===== src/rtl/watch_pkg.sv =====
// Shared definitions for the watch setting path: modes, BCD digit fields and keypad decode.
package watch_pkg;

  // Controller modes; the encoding is visible on the mode output.
  typedef enum logic [1:0] {
    RUN       = 2'd0,
    SET_TIME  = 2'd1,
    SET_ALARM = 2'd2,
    COMMIT    = 2'd3
  } mode_e;

  // BCD digit fields inside the 24-bit {h_ten,h_one,m_ten,m_one,s_ten,s_one} word.
  localparam int DIGIT_W   = 4;
  localparam int H_TEN_LSB = 20;
  localparam int H_ONE_LSB = 16;
  localparam int M_TEN_LSB = 12;
  localparam int M_ONE_LSB = 8;
  localparam int S_TEN_LSB = 4;
  localparam int S_ONE_LSB = 0;

  // Cursor position of the final digit of each entry sequence.
  localparam logic [2:0] TIME_LAST_CURSOR  = 3'd5;
  localparam logic [2:0] ALARM_LAST_CURSOR = 3'd3;

  // True when exactly one key line is active.
  function automatic logic is_one_hot(input logic [9:0] keys);
    return (keys != 10'd0) && ((keys & (keys - 10'd1)) == 10'd0);
  endfunction

  // Index of the active key line; only meaningful for one-hot input.
  function automatic logic [3:0] onehot_to_bcd(input logic [9:0] keys);
    logic [3:0] digit;
    digit = 4'd0;
    for (int i = 0; i < 10; i++) begin
      if (keys[i]) digit = 4'(i);
    end
    return digit;
  endfunction

endpackage


===== src/rtl/key_edge.sv =====
// Keypad sampler: turns a fresh one-hot press into a single-cycle strobe with its digit.
module key_edge
  import watch_pkg::*;
(
  input  logic       clk,
  input  logic       rst,
  input  logic [9:0] keypad,
  output logic       valid,
  output logic [3:0] digit
);

  logic [9:0] cur_q;
  logic [9:0] prev_q;

  // Two-deep sample history; a press counts only after an all-released sample.
  always_ff @(posedge clk or posedge rst) begin
    if (rst) begin
      cur_q  <= '0;
      prev_q <= '0;
    end else begin
      cur_q  <= keypad;
      prev_q <= cur_q;
    end
  end

  assign valid = is_one_hot(cur_q) && (prev_q == 10'd0);
  assign digit = onehot_to_bcd(cur_q);

endmodule


===== src/rtl/watch_set_ctrl.sv =====
// Keypad-driven time/alarm setting controller with range checking, timeout and cursor blink.
module watch_set_ctrl
  import watch_pkg::*;
#(
  parameter int CLK_HZ      = 1000,
  parameter int TIMEOUT_CYC = 10 * CLK_HZ,
  parameter int BLINK_HALF  = CLK_HZ / 4
) (
  input  logic        clk,
  input  logic        rst,
  input  logic        mode_key,
  input  logic [9:0]  keypad,
  input  logic [23:0] time_bcd,
  input  logic [15:0] alarm_bcd,
  output logic [23:0] new_bcd,
  output logic        load_time,
  output logic        load_alarm,
  output logic        run_en,
  output logic [23:0] disp_bcd,
  output logic [5:0]  disp_blank,
  output logic [1:0]  mode
);

  localparam int IDLE_W  = $clog2(TIMEOUT_CYC + 1);
  localparam int BLINK_W = $clog2(BLINK_HALF + 1);
  localparam logic [IDLE_W-1:0]  IDLE_LAST  = IDLE_W'(TIMEOUT_CYC - 1);
  localparam logic [BLINK_W-1:0] BLINK_LAST = BLINK_W'(BLINK_HALF - 1);

  logic               key_valid;
  logic [3:0]         key_digit;
  logic               mode_key_q;
  logic               mode_key_prev_q;
  logic               mode_edge;

  mode_e              state_q;
  mode_e              state_d;
  logic [2:0]         cursor_q;
  logic [2:0]         cursor_d;
  logic [23:0]        buf_q;
  logic [23:0]        buf_d;
  logic               alarm_origin_q;
  logic               alarm_origin_d;

  logic [IDLE_W-1:0]  idle_q;
  logic               in_set;
  logic               timeout;
  logic [BLINK_W-1:0] blink_cnt_q;
  logic               blink_phase_q;

  logic               key_in_range;
  logic [23:0]        written_bcd;
  logic [2:0]         last_cursor;

  key_edge u_key_edge (
    .clk    (clk),
    .rst    (rst),
    .keypad (keypad),
    .valid  (key_valid),
    .digit  (key_digit)
  );

  // Mode button is sampled the same way as the keypad so both events line up in time.
  always_ff @(posedge clk or posedge rst) begin
    if (rst) begin
      mode_key_q      <= 1'b0;
      mode_key_prev_q <= 1'b0;
    end else begin
      mode_key_q      <= mode_key;
      mode_key_prev_q <= mode_key_q;
    end
  end

  assign mode_edge   = mode_key_q & ~mode_key_prev_q;
  assign in_set      = (state_q == SET_TIME) || (state_q == SET_ALARM);
  assign timeout     = in_set && !key_valid && !mode_edge && (idle_q == IDLE_LAST);
  assign last_cursor = (state_q == SET_TIME) ? TIME_LAST_CURSOR : ALARM_LAST_CURSOR;

  // Idle counter restarts on any user activity and only runs while a set mode is open.
  always_ff @(posedge clk or posedge rst) begin
    if (rst) begin
      idle_q <= '0;
    end else if (!in_set || key_valid || mode_edge || timeout) begin
      idle_q <= '0;
    end else begin
      idle_q <= idle_q + IDLE_W'(1);
    end
  end

  // Free-running blink phase, forced back to the visible phase on every key press.
  always_ff @(posedge clk or posedge rst) begin
    if (rst) begin
      blink_cnt_q   <= '0;
      blink_phase_q <= 1'b0;
    end else if (key_valid) begin
      blink_cnt_q   <= '0;
      blink_phase_q <= 1'b0;
    end else if (blink_cnt_q == BLINK_LAST) begin
      blink_cnt_q   <= '0;
      blink_phase_q <= ~blink_phase_q;
    end else begin
      blink_cnt_q   <= blink_cnt_q + BLINK_W'(1);
    end
  end

  // Range check of the pressed digit against the cursor field, plus the buffer it would produce.
  always_comb begin
    key_in_range = 1'b0;
    written_bcd  = buf_q;
    unique case (cursor_q)
      3'd0: begin
        key_in_range = (key_digit <= 4'd2);
        written_bcd[H_TEN_LSB +: DIGIT_W] = key_digit;
        if ((key_digit == 4'd2) && (buf_q[H_ONE_LSB +: DIGIT_W] > 4'd3)) begin
          written_bcd[H_ONE_LSB +: DIGIT_W] = 4'd0;
        end
      end
      3'd1: begin
        if (buf_q[H_TEN_LSB +: DIGIT_W] == 4'd2) begin
          key_in_range = (key_digit <= 4'd3);
        end else begin
          key_in_range = (key_digit <= 4'd9);
        end
        written_bcd[H_ONE_LSB +: DIGIT_W] = key_digit;
      end
      3'd2: begin
        key_in_range = (key_digit <= 4'd5);
        written_bcd[M_TEN_LSB +: DIGIT_W] = key_digit;
      end
      3'd3: begin
        key_in_range = (key_digit <= 4'd9);
        written_bcd[M_ONE_LSB +: DIGIT_W] = key_digit;
      end
      3'd4: begin
        key_in_range = (key_digit <= 4'd5);
        written_bcd[S_TEN_LSB +: DIGIT_W] = key_digit;
      end
      3'd5: begin
        key_in_range = (key_digit <= 4'd9);
        written_bcd[S_ONE_LSB +: DIGIT_W] = key_digit;
      end
      default: key_in_range = 1'b0;
    endcase
  end

  // FSM state, cursor, entry buffer and commit target registers.
  always_ff @(posedge clk or posedge rst) begin
    if (rst) begin
      state_q        <= RUN;
      cursor_q       <= 3'd0;
      buf_q          <= '0;
      alarm_origin_q <= 1'b0;
    end else begin
      state_q        <= state_d;
      cursor_q       <= cursor_d;
      buf_q          <= buf_d;
      alarm_origin_q <= alarm_origin_d;
    end
  end

  // Next-state logic: mode edges win over keys, timeouts abort, the last digit commits.
  always_comb begin
    state_d        = state_q;
    cursor_d       = cursor_q;
    buf_d          = buf_q;
    alarm_origin_d = alarm_origin_q;
    unique case (state_q)
      RUN: begin
        if (mode_edge) begin
          state_d        = SET_TIME;
          cursor_d       = 3'd0;
          buf_d          = time_bcd;
          alarm_origin_d = 1'b0;
        end
      end
      SET_TIME, SET_ALARM: begin
        if (mode_edge) begin
          cursor_d = 3'd0;
          if (state_q == SET_TIME) begin
            state_d        = SET_ALARM;
            buf_d          = {alarm_bcd, 8'h00};
            alarm_origin_d = 1'b1;
          end else begin
            state_d = RUN;
            buf_d   = '0;
          end
        end else if (timeout) begin
          state_d  = RUN;
          cursor_d = 3'd0;
          buf_d    = '0;
        end else if (key_valid && key_in_range) begin
          buf_d = written_bcd;
          if (cursor_q == last_cursor) begin
            state_d  = COMMIT;
            cursor_d = 3'd0;
          end else begin
            cursor_d = cursor_q + 3'd1;
          end
        end
      end
      COMMIT: begin
        state_d  = RUN;
        cursor_d = 3'd0;
      end
      default: state_d = RUN;
    endcase
  end

  // Display selection and per-digit blanking for the 7-segment scanner.
  always_comb begin
    disp_bcd   = time_bcd;
    disp_blank = 6'b000000;
    unique case (state_q)
      RUN: begin
        disp_bcd = time_bcd;
      end
      SET_TIME: begin
        disp_bcd = buf_q;
        disp_blank[3'd5 - cursor_q] = blink_phase_q;
      end
      SET_ALARM: begin
        disp_bcd = {buf_q[23:8], 8'h00};
        disp_blank[3'd5 - cursor_q] = blink_phase_q;
        disp_blank[1:0] = 2'b11;
      end
      COMMIT: begin
        if (alarm_origin_q) begin
          disp_bcd        = {buf_q[23:8], 8'h00};
          disp_blank[1:0] = 2'b11;
        end else begin
          disp_bcd = buf_q;
        end
      end
      default: disp_bcd = time_bcd;
    endcase
  end

  assign new_bcd    = buf_q;
  assign mode       = state_q;
  assign load_time  = (state_q == COMMIT) && !alarm_origin_q;
  assign load_alarm = (state_q == COMMIT) && alarm_origin_q;
  assign run_en     = !((state_q == SET_TIME) || ((state_q == COMMIT) && !alarm_origin_q));

endmodule

===== config.mk =====
export PLATFORM = sky130hd
export DESIGN_NAME = watch_set_ctrl
export DESIGN_NICKNAME = d
export VERILOG_FILES = /design/src/rtl/watch_pkg.sv /design/src/rtl/key_edge.sv /design/src/rtl/watch_set_ctrl.sv
export SDC_FILE = /design/constraint.sdc
export NUM_CORES = 1
export LEC_CHECK = 0
export CORE_ASPECT_RATIO = 0.8
export CORE_MARGIN = 1.5
export CORE_UTILIZATION = 54
export CTS_BUF_LIST = sky130_fd_sc_hd__clkbuf_4
export DETAILED_ROUTE_END_ITERATION = 10
export PLACE_DENSITY = 0.88
export SETUP_SLACK_MARGIN = 0.05
export SYNTH_ARGS = -nofsm -noshare
export SYNTH_HDL_FRONTEND = slang
export SYNTH_SLANG_ARGS = --single-unit

===== constraint.sdc =====
create_clock -name clk -period 6.1 [get_ports clk]
set_input_delay 0.61 -clock clk [delete_from_list [all_inputs] [get_ports clk]]
set_output_delay 0.61 -clock clk [all_outputs]
set_load 0.01 [all_outputs]

---- Yosys cells after proc, flatten, opt, wreduce, memory -nomap -nowiden ----
Cells that the tools add are included.
storage, ports and cells
  flip-flop bits (word level) ............. 75
  output and inout bits ................... 59
cells by class
  $add $sub $neg .......................... 5
  magnitude comparators ................... 7
  eq/ne operators ......................... 25
  mux-type cells .......................... 54
  bitwise gates (word level) .............. 5
  reduce and logical (&&, ||, !) cells .... 39
operators with widths
  operator                                                                          count
  24-bit two-way mux                                                                5
  24-bit case mux with 4 select lines                                               1
  24-bit case mux with 2 select lines                                               1
  4-bit two-way mux                                                                 9
  3-bit two-way mux                                                                 10
  4-bit by 1-bit inequality test with 1-bit output, second input constant           7
  8-bit two-way mux                                                                 3
  4-bit AND reduction                                                               6
  10-bit zero test                                                                  2
  2-bit two-way mux                                                                 9
  14-bit by 1-bit adder with 14-bit output, second input constant                   1
  14-bit == test, second input constant                                             1
  14-bit two-way mux                                                                1
  2-bit case mux with 3 select lines                                                2
  10-bit AND                                                                        1
  1-bit logical AND                                                                 10
  10-bit nonzero test                                                               1
  10-bit by 1-bit subtractor with 10-bit output, second input constant              1
  3-bit case mux with 3 select lines                                                1
  8-bit by 1-bit adder with 8-bit output, second input constant                     1
  4-bit by 2-bit == test with 1-bit output, second input constant                   2
  8-bit == test, second input constant                                              1
  4-bit by 2-bit less-or-equal comparator with 1-bit output, second input constant  2
  1-bit two-way mux                                                                 8
  33 further kinds                                                                  49

---- Logic depth before layout (Yosys ltp) ----
  depth in word-level cells ............... 17
  mapped depth ............................ 10

---- By module ----
From an unflattened synthesis, not the netlist that was laid out.
unflattened totals
  cells, all modules ...................... 451
  area, all modules ....................... 4196.5 um2
by module, submodules not included
  module          times used  cells an instance  area each (um2)  seq. area each (um2)
  watch_set_ctrl  1           399                3498.4           1376.3
  key_edge        1           52                 698.2            500.5

---- Worst setup path after synthesis ----
OpenSTA, ideal clock, no wires.
  path kind ............................... register -> register
  start point ............................. register cursor_q[0]
  end point ............................... register buf_q[12] (netlist: new_bcd[12])
  library setup time ...................... 0.128 ns
  arrival ................................. 2.399 ns
  data required time ...................... 5.972 ns
  path slack .............................. 3.574 ns
  cell stages (with the launch flop) ...... 10
  clock period less this slack ............ 2.526 ns
  path through ............................ dfrtp_1 -> clkbuf_1 -> inv_1 -> ha_1 -> mux2_2 -> a221oi_1 -> nand3_1 -> and2_4 -> a32o_2 -> mux2_1
between the ends
  cells in the longest elaborated chain, start to end .. 6
ends and longest elaborated chain
  item                                                                       RTL line               text
  from (decl)                                                                watch_set_ctrl.sv:37   logic [2:0] cursor_q;
  from (signal assigned)                                                     watch_set_ctrl.sv:154  cursor_q <= cursor_d;
  3-bit == test or 3-bit by 2-bit == test with 1-bit output (tied branches)  watch_set_ctrl.sv:109  unique case (cursor_q)
  2-bit OR reduction (no line)                                               n/a
  1-bit case mux with 4 select lines                                         watch_set_ctrl.sv:109
  1-bit logical AND                                                          watch_set_ctrl.sv:190  end else if (key_valid && key_in_range) begin
  4-bit by 1-bit inequality test with 1-bit output (no line)                 n/a
  4-bit AND reduction (no line) *                                            n/a
  to (signal assigned)                                                       watch_set_ctrl.sv:155  buf_q <= buf_d;
  to (decl)                                                                  watch_set_ctrl.sv:39   logic [23:0] buf_q;
Mark *: on every way between the ends. The rest lies on a longest branch, timed or not.
A chain may end at the register's enable or synchronous reset.

---- Final worst setup path ----
  start point ............................. register state_q[1] (netlist: mode[1])
  end point ............................... output port disp_bcd[17]
between the ends
  cells in the longest elaborated chain, start to end .. 2
ends and longest elaborated chain
  item                                   RTL line               text
  from (decl)                            watch_set_ctrl.sv:35   mode_e state_q;
  from (signal assigned)                 watch_set_ctrl.sv:153  state_q <= state_d;
  2-bit == test (tied with other cells)  watch_set_ctrl.sv:212  unique case (state_q)
  24-bit case mux with 4 select lines *  watch_set_ctrl.sv:212
  to (decl)                              watch_set_ctrl.sv:19   output logic [23:0] disp_bcd,
Marked as above.

==> impl_metrics.yaml <==
clock_tree:
  clk_path_buf_depth: 2
  cts_sinks: 75
  post_cts_buffers: 0
  cts-resized-gates: 0
  numCtsBuffers: 9
  clockRootBuffer: "clkbuf_4"
  ctsHtreeMaxLevel: 3
  hold_buffers: 0
  cts_tree: "built"
  clk_pin_slew_worst_paths_ns: 0.12
  clk_latency_ns: 0.42
placed_design:
  gp_congestion: 0.882
  portBuffers: 111
  placed_area_mm2: 0.00538
  dp.cells: 625
  pre_cts_ws_ns: 2.57
  dp_hpwl_um: 8170
yosys:
  synthAdderAreaFrac_pct: 3.85
  synth_mux_area_share_pct: 7.67
  synth_seq_area_share_pct: 44.4
  yosys_warnings: 0
  yosys.area.top_type_share_pct: 44.4
  synth_top_family_by_area: "simple AND/OR/NAND/NOR gates"
  synth_compound_area_share_pct: 16.9
  synthArstFlopShare_pct: 100
  ys_seq_elements: 75
  yosys.area_share.simple_pct: 19.4
  ys_types: 61
  synth_area_leaders: "dfrtp_1 (44%), ha_1 (3.8%), nor2_1 (3.6%)"
  synthCells: 428
  synth-edff-count: 0
  synth-xor-area-share_pct: 3.73
  post-synth-top-count-cell: "dfrtp_1"
  synthFlopType: "dfrtp_1"
  avgSynthCellArea_um2: 9.88
  yosys.area.top_type: "dfrtp_1"
  synthesis.nets: 494
  ys_top_cells_by_count: "dfrtp_1 (75), nor2_1 (40), nand2_1 (31)"
  syn-cell-area_mm2: 0.00423
sta:
  drv_slew: 0
  finalCritPeriodShare_pct: 59.9
  whs_ns: 0.406
  relSlewSlack_pct: 22.6
  worstMarginPinSlew_ns: 1.16
  timing.final.ws_setup_ns: 2.45
  finalHoldViolations: 0
  rsz0062_at_grt: "false"
  setup-violations-final: 0
  fmax_ghz: 0.274
  skew_ns: 0.0135
  period_needed_ns: 3.65
  finalSetupTns_ns: 0
routing:
  drc: 0
  firstDrtPassIters: 4
  routed_via_density: 5.78
  antenna_left: 0
  wire_per_inst_um: 17.2
  drtIter0Drc: 271
  drt_wl_total_um: 11000
  via_count: 3707
min_path:
  min_path_cells: 0
  min_path_type: "reg -> reg"
power:
  power_per_cell_area_mw_per_mm2: 461
  power_mw: 2.56
  p_sw_share_pct: 39.3
  power_switching_mw: 1.00
  pwr-share-comb_pct: 57.8
  p_int_mw: 1.55
  ir_drop_uv: 264
  pwr-share-seq_pct: 28.9
  leakage_nw: 2.29
  p_clk_share_pct: 13.3
critical_path:
  critPathSlowestCell: "nor2_1"
  critPathMaxStageDelay_ns: 0.87
  path_depth: 6
  startpoint_type: "register"
  cp.buffers_inverters: 2
  r2r_cells: 7
  cp-end-kind: "output pin"
  cp.arrival_ns: 3.04
  reg2reg_slack_ns: 2.48
  cp_max_fo: 16
  crit_type: "reg -> out"
  worst_ep_required_time_ns: 5.49
  critical_path.top_delay_family: "simple AND/OR/NAND/NOR gates"
  worstPathCellList: "inv_1 > ha_1 > nor3_1 > nor2_1 > a22o_1 > clkdlybuf4s50_1"
cells_and_area:
  nets: 597
  fill_cells: 550
  finish.utilization_pct: 73.9
  final_cells: 641
  n_antenna_cell: 0
  drive_gt1_share_pct: 8.96
  final_cell_area_mm2: 0.00554
  syn2layout_area_growth_pct: 31.2
floorplanning:
  initial_core_util_pct: 56.4
  die_x_um: 102
  die-area_mm2: 0.00837
  io_pins: 112
  fp-row-count: 28
  core_mm2: 0.00750
  die_h_um: 82.1
flow_run:
  drv_cap: 0
grt:
  grt_pass1_wl_um: 17600
  grt_pass1_vias: 3673
  grt_use_total_pct: 27.3
  antenna_found_initial: 0
  grt_overflow: 0
  grt_max_degree: 76
outcome:
  status: "finished clean"
==> state kept, by name (all words and copies together) (netlist names) <==
register	count
alarm_origin_q	1
blink_cnt_q	8
blink_phase_q	1
cursor_q	3
idle_q	14
mode	2
mode_key_prev_q	1
mode_key_q	1
new_bcd	24
u_key_edge.cur_q	10
u_key_edge.prev_q	10
==> final cells by class <==
| class | instances | area, µm² | area share [%] |
|---|---|---|---|
| flip-flops and latches | 75 | 1880 | 33.9 |
| inverters | 17 | 63.8 | 1.15 |
| clock buffers | 9 | 67.6 | 1.22 |
| repair buffers | 114 | 1130 | 20.4 |
| well taps | 105 | 131 | 2.37 |
| multi-input cells | 314 | 2180 | 39.3 |
| clock inverters | 7 | 92.6 | 1.67 |
==> cell usage in the layout, fill, tap and decap left out, types with 2 or more instances in the layout <==
cell type	instances
inv_1	16
o21ai_0	23
bufinv_16	2
mux2_2	6
and2_1	4
a32o_2	2
o21a_4	2
nor2b_1	23
nand3_1	9
nor4_1	5
and3_1	5
o31ai_1	4
mux2_1	13
a21oi_1	26
nand3b_1	2
nand2b_1	5
o21ai_1	3
buf_4	3
nand2_1	31
nor3_1	9
dfrtp_1	75
xor2_1	8
nor2_1	40
nand4_1	8
clkbuf_4	9
or2_2	3
mux2_4	6
ha_1	13
clkinvlp_4	2
o22ai_1	8
a22o_1	16
clkdlybuf4s50_1	111
mux2i_1	2
xnor2_1	10
o32a_1	2
==> per-layer routing <==
| metal | GRT usage [%] | vias to the layer above | wire, µm |
|---|---|---|---|
| met3 | 5.98 | 14 | 814 |
| met1 | 34.3 | 1823 | 4680 |
| li1 | - | 1734 | - |
| met2 | 48.3 | 136 | 5400 |
| met5 | 0 | - | 0 |
| met4 | 6.99 | 0 | 128 |
==> kinds of logic after synthesis <==
group | Yosys count
simple gates | 154
fa+ha+maj | 13
compound gates | 102
xor+xnor | 18
buf+inv | 39
flops | 75
mux | 27
==> power by group through the flow <==
stage	clock network (mW)	registers, mW	logic (mW)
4_1_cts	0.345	0.736	1.48
3_3_place_gp	0	0.740	1.42
3_5_place_dp	0	0.745	1.47
5_1_grt	0.364	0.752	1.61
2_1_floorplan	0	0.752	0.865
6_report	0.339	0.739	1.48
==> final timing paths <==
| kind | from | endpoint |
|---|---|---|
| setup / recovery | mode[1] | disp_bcd[17] |
| hold / removal | mode_key_q | mode_key_prev_q |
| setup reg to reg | u_key_edge.cur_q[9] | new_bcd[0] |
| hold reg to reg | mode_key_q | mode_key_prev_q |
| max in group asynchronous | rst | new_bcd[3] |
| min in group asynchronous | rst | blink_cnt_q[2] |
(Power assumes the default switching activity.)
